[src/rtl/led_ctrl_pkg.sv]
// Shared types and helpers for the LED level controller.
package led_ctrl_pkg;

    localparam int unsigned LEVEL_W = 4;

    typedef enum logic [1:0] {
        IDLE,
        DELAY,
        REPEAT
    } step_state_t;

    // Active-low {g,f,e,d,c,b,a} glyphs, hex letters for 10..15.
    function automatic logic [6:0] seg7_hex_n(input logic [3:0] v);
        logic [6:0] g;
        g = 7'h7F;
        case (v)
            4'h0: g = 7'h40;
            4'h1: g = 7'h79;
            4'h2: g = 7'h24;
            4'h3: g = 7'h30;
            4'h4: g = 7'h19;
            4'h5: g = 7'h12;
            4'h6: g = 7'h02;
            4'h7: g = 7'h78;
            4'h8: g = 7'h00;
            4'h9: g = 7'h10;
            4'hA: g = 7'h08;
            4'hB: g = 7'h03;
            4'hC: g = 7'h46;
            4'hD: g = 7'h21;
            4'hE: g = 7'h06;
            4'hF: g = 7'h0E;
            default: g = 7'h7F;
        endcase
        return g;
    endfunction

endpackage

[src/rtl/btn_debounce.sv]
// Two-flop synchroniser followed by a stable-count filter for one raw button.
module btn_debounce #(
    parameter int unsigned DEBOUNCE_CYC = 1000000
) (
    input  logic clk,
    input  logic rst,
    input  logic raw,
    output logic db
);

    localparam int unsigned CNT_W = $clog2(DEBOUNCE_CYC) + 1;
    localparam logic [CNT_W-1:0] CNT_LAST = CNT_W'(DEBOUNCE_CYC - 1);

    logic             sync_1;
    logic             sync_2;
    logic [CNT_W-1:0] cnt;

    always_ff @(posedge clk or posedge rst) begin
        if (rst) begin
            sync_1 <= 1'b0;
            sync_2 <= 1'b0;
            cnt    <= '0;
            db     <= 1'b0;
        end else begin
            sync_1 <= raw;
            sync_2 <= sync_1;
            // Any sample agreeing with db restarts the run of differing samples.
            if (sync_2 == db) begin
                cnt <= '0;
            end else if (cnt == CNT_LAST) begin
                db  <= sync_2;
                cnt <= '0;
            end else begin
                cnt <= cnt + CNT_W'(1);
            end
        end
    end

endmodule

[src/rtl/led_level_ctrl.sv]
// Up/down buttons to a debounced, auto-repeating brightness level with a 7-segment readout.
module led_level_ctrl
    import led_ctrl_pkg::*;
#(
    parameter int unsigned DEBOUNCE_CYC     = 1000000,
    parameter int unsigned REPEAT_DELAY_CYC = 50000000,
    parameter int unsigned REPEAT_RATE_CYC  = 10000000,
    parameter int unsigned MAX_LEVEL        = 9,
    parameter bit          WRAP             = 1'b1
) (
    input  logic               clk,
    input  logic               rst,
    input  logic               btn_up,
    input  logic               btn_dn,
    output logic [LEVEL_W-1:0] level,
    output logic               level_chg,
    output logic [6:0]         seg_n
);

    localparam int unsigned TMR_MAX = (REPEAT_DELAY_CYC > REPEAT_RATE_CYC) ?
                                      REPEAT_DELAY_CYC : REPEAT_RATE_CYC;
    localparam int unsigned TMR_W = $clog2(TMR_MAX) + 1;
    localparam logic [TMR_W-1:0]   DELAY_LOAD = TMR_W'(REPEAT_DELAY_CYC - 1);
    localparam logic [TMR_W-1:0]   RATE_LOAD  = TMR_W'(REPEAT_RATE_CYC - 1);
    localparam logic [LEVEL_W-1:0] LEVEL_MAX  = LEVEL_W'(MAX_LEVEL);

    // Index 0 is the up button, index 1 the down button.
    logic [1:0]         db;
    logic [1:0]         step;
    step_state_t        state    [2];
    step_state_t        state_nx [2];
    logic [TMR_W-1:0]   tmr      [2];
    logic [TMR_W-1:0]   tmr_nx   [2];
    logic [LEVEL_W-1:0] level_nx;

    btn_debounce #(.DEBOUNCE_CYC(DEBOUNCE_CYC)) u_db_up (
        .clk (clk),
        .rst (rst),
        .raw (btn_up),
        .db  (db[0])
    );

    btn_debounce #(.DEBOUNCE_CYC(DEBOUNCE_CYC)) u_db_dn (
        .clk (clk),
        .rst (rst),
        .raw (btn_dn),
        .db  (db[1])
    );

    always_ff @(posedge clk or posedge rst) begin
        if (rst) begin
            for (int unsigned i = 0; i < 2; i++) begin
                state[i] <= IDLE;
                tmr[i]   <= '0;
            end
        end else begin
            for (int unsigned i = 0; i < 2; i++) begin
                state[i] <= state_nx[i];
                tmr[i]   <= tmr_nx[i];
            end
        end
    end

    // Release is tested before timer expiry so it always suppresses the step.
    always_comb begin
        step = '0;
        for (int unsigned i = 0; i < 2; i++) begin
            state_nx[i] = state[i];
            tmr_nx[i]   = tmr[i];
            case (state[i])
                IDLE: begin
                    if (db[i]) begin
                        step[i]     = 1'b1;
                        state_nx[i] = DELAY;
                        tmr_nx[i]   = DELAY_LOAD;
                    end
                end
                DELAY, REPEAT: begin
                    if (!db[i]) begin
                        state_nx[i] = IDLE;
                    end else if (tmr[i] == '0) begin
                        step[i]     = 1'b1;
                        state_nx[i] = REPEAT;
                        tmr_nx[i]   = RATE_LOAD;
                    end else begin
                        tmr_nx[i] = tmr[i] - TMR_W'(1);
                    end
                end
                default: state_nx[i] = IDLE;
            endcase
        end
    end

    always_comb begin
        level_nx = level;
        if (step == 2'b01) begin
            level_nx = (level == LEVEL_MAX) ? (WRAP ? '0 : level) : level + LEVEL_W'(1);
        end else if (step == 2'b10) begin
            level_nx = (level == '0) ? (WRAP ? LEVEL_MAX : level) : level - LEVEL_W'(1);
        end
    end

    always_ff @(posedge clk or posedge rst) begin
        if (rst) begin
            level     <= '0;
            level_chg <= 1'b0;
            seg_n     <= 7'b1000000;
        end else begin
            level     <= level_nx;
            level_chg <= (level_nx != level);
            seg_n     <= seg7_hex_n(level);
        end
    end

endmodule

[config.mk]
export PLATFORM = sky130hd
export DESIGN_NAME = led_level_ctrl
export DESIGN_NICKNAME = d
export VERILOG_FILES = /design/src/rtl/led_ctrl_pkg.sv /design/src/rtl/btn_debounce.sv /design/src/rtl/led_level_ctrl.sv
export SDC_FILE = /design/constraint.sdc
export NUM_CORES = 1
export LEC_CHECK = 0
export BUFFER_PORTS_ARGS = -buffer_cell sky130_fd_sc_hd__clkbuf_2
export CAP_MARGIN = 25
export CORE_MARGIN = 1
export CORE_UTILIZATION = 65
export DETAILED_ROUTE_END_ITERATION = 16
export PLACE_DENSITY = 0.87
export SLEW_MARGIN = 40
export SYNTH_ARGS = -nofsm -noshare
export SYNTH_HDL_FRONTEND = slang
export SYNTH_HIERARCHICAL = 1
export SYNTH_SLANG_ARGS = --single-unit
export TNS_END_PERCENT = 100
[constraint.sdc]
create_clock -name clk -period 5 [get_ports clk]
set_input_delay 0.5 -clock clk [delete_from_list [all_inputs] [get_ports clk]]
set_output_delay 0.5 -clock clk [all_outputs]
set_load 0.02 [all_outputs]
Word-level counts from Yosys, hierarchy flattened. Memory sizes are Yosys's and may differ from the RTL's. A register that Yosys moved wholly into a read port is not among the register bits. Index checks and enable logic that the tools add are counted.

Add/subtract/negate cells: 6. Equal/unequal tests: 18. Mux-type cells: 32. Bitwise gates (word level): 2. Reductions and logical operators: 15.

Operators with widths (count): $mux W27 (6); $pmux W27 S2 (2); $mux W21 (4); $logic_not A27 Y1 (2); $sub A27 B1 Y27 const B (2); $add A21 B1 Y21 const B (2); $eq A21 B20 Y1 const B (2); $mux W4 (4); $mux W2 (6); $ne A2 B1 Y1 const B (4); $pmux W2 S2 (2); $reduce_and A2 Y1 (4); $eq A2 B1 Y1 const B (3); $eq A2 B2 Y1 const B (3); $mux W1 (6); $ne A3 B3 Y1 const B (2); $reduce_and A3 Y1 (2); $add A4 B1 Y4 const B (1); $eq A4 B4 Y1 const B (1); $logic_not A2 Y1 (2); $logic_not A4 Y1 (1); $ne A4 B4 Y1 (1); $pmux W1 S2 (2); $reduce_bool A2 Y1 (2); 4 further kinds (7).

Register bits after elaboration: 111. ROM bits: 112. Input bits: 4. Output and inout port bits: 12. Word-level logic and storage cells: 88. Memories: 1.

Memories: (name not given) (words 16, bits a word 7, rd ports 1, clocked after memory_dff 1, write ports 0, line led_ctrl_pkg.sv:16) `case (v)`.

Logic depth before layout (Yosys ltp).
Depth after elaboration: 8. Gate-level depth with buffers: 9.

By module. The synthesis kept the hierarchy.

Modules (own cells, without submodules): led_level_ctrl (instances 1, cells an instance 480, area each 4174.0 um2); btn_debounce (instances 2, cells an instance 118, area each 1152.4 um2).

Least setup slack after synthesis. No wires, ideal clock.

Kind: reg2reg. From: register tmr[0] (netlist bit). To: register tmr[26] (netlist bit). Library setup time: 0.120 ns. Data arrival time: 2.107 ns. Required time: 4.880 ns. Path slack: 2.773 ns. Stages on the path, launching flop included: 8. Path buffers: 0. Cells stage by stage: dfrtp_1 > inv_1 > ha_1 > or4b_1 > or4b_1 > nor2_1 > nand2_1 > a31o_2.

Word-level cells in the longest chain between the ends: 4. Elaborated cells on any way between the ends: 5.

RTL lines: start: declaration (line led_level_ctrl.sv:32) `logic [TMR_W-1:0] tmr [2];`; start signal: indexed assignment (line led_level_ctrl.sv:59) `tmr[i] <= tmr_nx[i];`; $sub A27 B1 Y27 or $logic_not A27 Y1 (tied branches) (line led_level_ctrl.sv:86, led_level_ctrl.sv:81); $mux W27 * (line led_level_ctrl.sv:81) `end else if (tmr[i] == '0) begin`; $mux W27 * (line led_level_ctrl.sv:79) `if (!db[i]) begin`; $pmux W27 S2 * (line led_level_ctrl.sv:70) `case (state[i])`.

Mark *: on every way between the ends. The rest lies on a longest branch, timed or not. The select of a mux whose other input is x is not followed. A chain may end at the register's enable or synchronous reset.

Worst setup path in the final report.
From: register tmr[9] (netlist bit). To: register state[0] (netlist bit).

Word-level cells in the longest chain between the ends: 3.

RTL lines: $logic_not A27 Y1 (line led_level_ctrl.sv:81); $ne A3 B3 Y1 (no source line); $reduce_and A2 Y1 (no source line); end signal: indexed assignment (line led_level_ctrl.sv:58) `state[i] <= state_nx[i];`; end: declaration (line led_level_ctrl.sv:30) `step_state_t state [2];`.

Every way passes these cells.

==> key figures <==
Outcome
  • Status: completed

CTS
  • CTS tree: yes
  • Clock Latency Late Sink: 0.52 ns
  • Clk slew on worst S/H paths: 0.06 ns
  • CTS Hold Bufs: 0
  • # H-tree levels: 4
  • CTS sink cnt: 118
  • Root buf cell: clkbuf_8
  • Clock buffer depth: 2
  • Setup repair bufs after CTS: 0
  • Post-CTS sizing: 0
  • CTS Buf Count: 17

Layout
  • Layout cells sized above 1: 11.16%
  • Sequential Area: 0.002954 mm²
  • Most frequent cells in the layout: 117 x dfrtp_1, 91 x nor2_1, 66 x nand2_1
  • Footprint of the multi-input gates: 0.003314 mm²
  • Post-route design area: 0.007273 mm²
  • Layout overhead on the synthesized area: 12.26%
  • Fillcell total: 690
  • Commonest non-fill, non-tap cell in the layout: dfrtp_1
  • Number of diodes: 0
  • Layout Nets: 755
  • Final cell utilization of the core: 74.76%

Synth
  • Number of synthesized register bits: approximately 120
  • Share of the synthesized area in the top cell type: 45.19%
  • Syn_area_per_cell: 9.048 µm²
  • Yosys warns: 6
  • Post-synth top area cell: dfrtp_1
  • Post-synthesis net count: 738
  • Netlist cell types: 61
  • Post-synth top flop: dfrtp_1
  • Synth area leaders: dfrtp_1 45%, nor2_1 5.3%, a21oi_1 4.5%
  • EDFF count, synth: 0
  • Synthesized instance count: 716
  • Asr flop ratio synth: 100.0%
  • Sequential share of the synthesized area: 45.60%
  • Synthesized cell area: roughly 0.0065 mm²

Route
  • ANT nets after route: 0
  • DRC Markers: 0
  • WL/cell: 16.35 µm
  • Via density: 6.392
  • Total routed wirelength: roughly 14000 µm
  • TritonRoute pass-1 iters: 7
  • Initial DRC Count: between 400 and 500
  • Via count: approximately 5600

GRT
  • Pin count of the biggest net entering global routing: 37
  • GRT busiest layer: met2
  • First-pass GRT wire length: 24010 µm
  • Vias in the first global route: ~5300
  • Antenna violations before repair: 0
  • GRT overflow: 0
  • GRT Overall Usage: 29.79%
  • GR Util met3: 7.319%
  • Grt met2 use: 49.38%
  • M1 GR Usage: 38.02%

Floorplan
  • # IOs: 16
  • Die Ht: 101.8 µm
  • Initial Util: between 60% and 70%
  • Die footprint: between 0.01 and 0.015 mm²
  • Rows: 36
  • Core area: 0.009729 mm²
  • Die width: 101.8 µm

STA
  • Final min period: 2.631 ns
  • RSZ-0062 raised after global routing: false
  • Final period utilization: 52.62%
  • Final hold viol count: 0
  • Sum Neg Setup Slack: 0 ns
  • Least-Margin Pin Slew: 0.8036 ns
  • Hold slack: 0.02389 ns
  • Slew headroom: 45.97%
  • Setup violators final: 0
  • Fin. max-slew vios: 0
  • Final Skew: 0.007145 ns
  • Peak Freq: about 0.38 GHz

Setup path
  • Crit path kind: flip-flop to flip-flop
  • Reg2reg start: tmr[9]$_DFFE_PP0P_
  • Critical path capture point type: flip-flop
  • CP max stage cell: nor3_2
  • Critical path, cell by cell: nor3_1 > nand2_1 > nor3_2 > nor2_1 > a21oi_1 > mux2_2
  • Critical Path Start Type: flip-flop
  • Crit path largest cell delay: 0.48 ns
  • Crit path required time: 5.41 ns
  • R2R cell count: 6
  • Worst Path Arrival: 3.04 ns
  • Reg2Reg Capture Point: state[0]$_DFFE_PP0P_
  • Crit-path max FO: 9
  • Reg-to-reg setup timing slack: 2.37 ns

Placement
  • Placer congestion estimate: 0.9334
  • # port buffers: 15
  • Detailed placement HPWL: 9599 µm
  • Placed inst area: 0.006691 mm²

Job
  • Max-Cap Viols: 0

Pwr
  • P per Cell Area: 299.6 mW/mm²
  • Max VDD drop: 0.2392 mV
  • Final Power: 2.179 mW
  • P_leak: 3.328 nW

Worst hold path
  • Hold Crit Class: input pin to asynchronous set/reset pin
cell usage after synthesis (2+ instances only):
cell      count
dfrtp_1     117
nor2_1       91
nand2_1      66
a21oi_1      58
o21ai_0      52
nor3_1       35
inv_1        33
xnor2_1      29
nand3_1      23
clkbuf_1     20
ha_1         18
nor4_1       18
or3_1        16
o31ai_1      13
nand4_1      11
xor2_1       11
a31oi_1      10
or4_1         9
o22a_1        8
and4_1        5
mux2_2        5
or4_2         4
a22o_1        3
and2_1        3
buf_2         3
nand4_2       3
o21ai_1       3
o41ai_1       3
a22oi_1       2
a41o_1        2
a41oi_1       2
and2_2        2
and3_1        2
mux2i_1       2
nand2b_1      2
nand3b_1      2
nor3_2        2
nor4_4        2
o21a_1        2
o41ai_4       2
or4b_1        2
stage by stage:
step,std cells,setup slack [ns]
after floorplan,716,2.733
after global placement,845,2.563
after detailed placement,847,2.441
after CTS,877,2.414
after global routing,877,2.141
final,877,2.369
worst max-delay path: cells and delay by family (launching register included):
kind / cells / cell delay, ns
flip-flops: 1 / 0.43
multiplexers: 1 / 0.35
AND/OR/NAND/NOR: 4 / 1.51
AO/OA/AOI/OAI: 1 / 0.22
worst max-delay path by stage:
stage,start,endpoint,slack [ns],cells past startpoint
finish,tmr[9]$_DFFE_PP0P_,state[0]$_DFFE_PP0P_,2.37,6
global route,tmr[9]$_DFFE_PP0P_,state[0]$_DFFE_PP0P_,2.14,6
floorplan,rst,level[0]$_DFF_PP0_,2.73,1
detailed placement,state[2]$_DFFE_PP0P_,level[3]$_DFF_PP0_,2.44,7
global placement,state[2]$_DFFE_PP0P_,level[3]$_DFF_PP0_,2.56,7
CTS,state[2]$_DFFE_PP0P_,level[3]$_DFF_PP0_,2.41,7
metal layers:
metal  vias to the layer above  wire length [µm]
li1                       2626                 -
met1                      2694              6031
met3                        37               973
met4                         0               248
met2                       249              7085
met5                         -                 0
flip-flops by register name, summed over array words and instances (netlist names), 4 cells and up:
register	count
tmr	54
u_db_dn/cnt	21
u_db_up/cnt	21
seg_n	7
level	4
state	4
report_power, final:
part	switching, mW	internal (mW)
clock	0.409	0.768
combinational	0.0277	0.00800
sequential	0.00559	0.962
area by class of cell:
cell class                 count  area share (%)
timing repair buffer          21           1.823
inverter                      33           1.703
clock buffer                  23           6.692
multi-input combinational    542           45.57
sequential                   118           40.62
tap                          133           2.288
clock inverter                 7           1.307
kinds of logic after synthesis:
family                   after synthesis  synth area share (%)
AND/OR/NAND/NOR                      306                 24.47
AO/OA/AOI/OAI                        171                 16.57
flip-flops                           118                 45.60
buffers and inverters                 56                 3.302
XOR/XNOR                              40                 5.407
adder cells (fa/ha/maj)               18                 3.476
multiplexers                           7                 1.178
(Power assumes the default switching activity.)
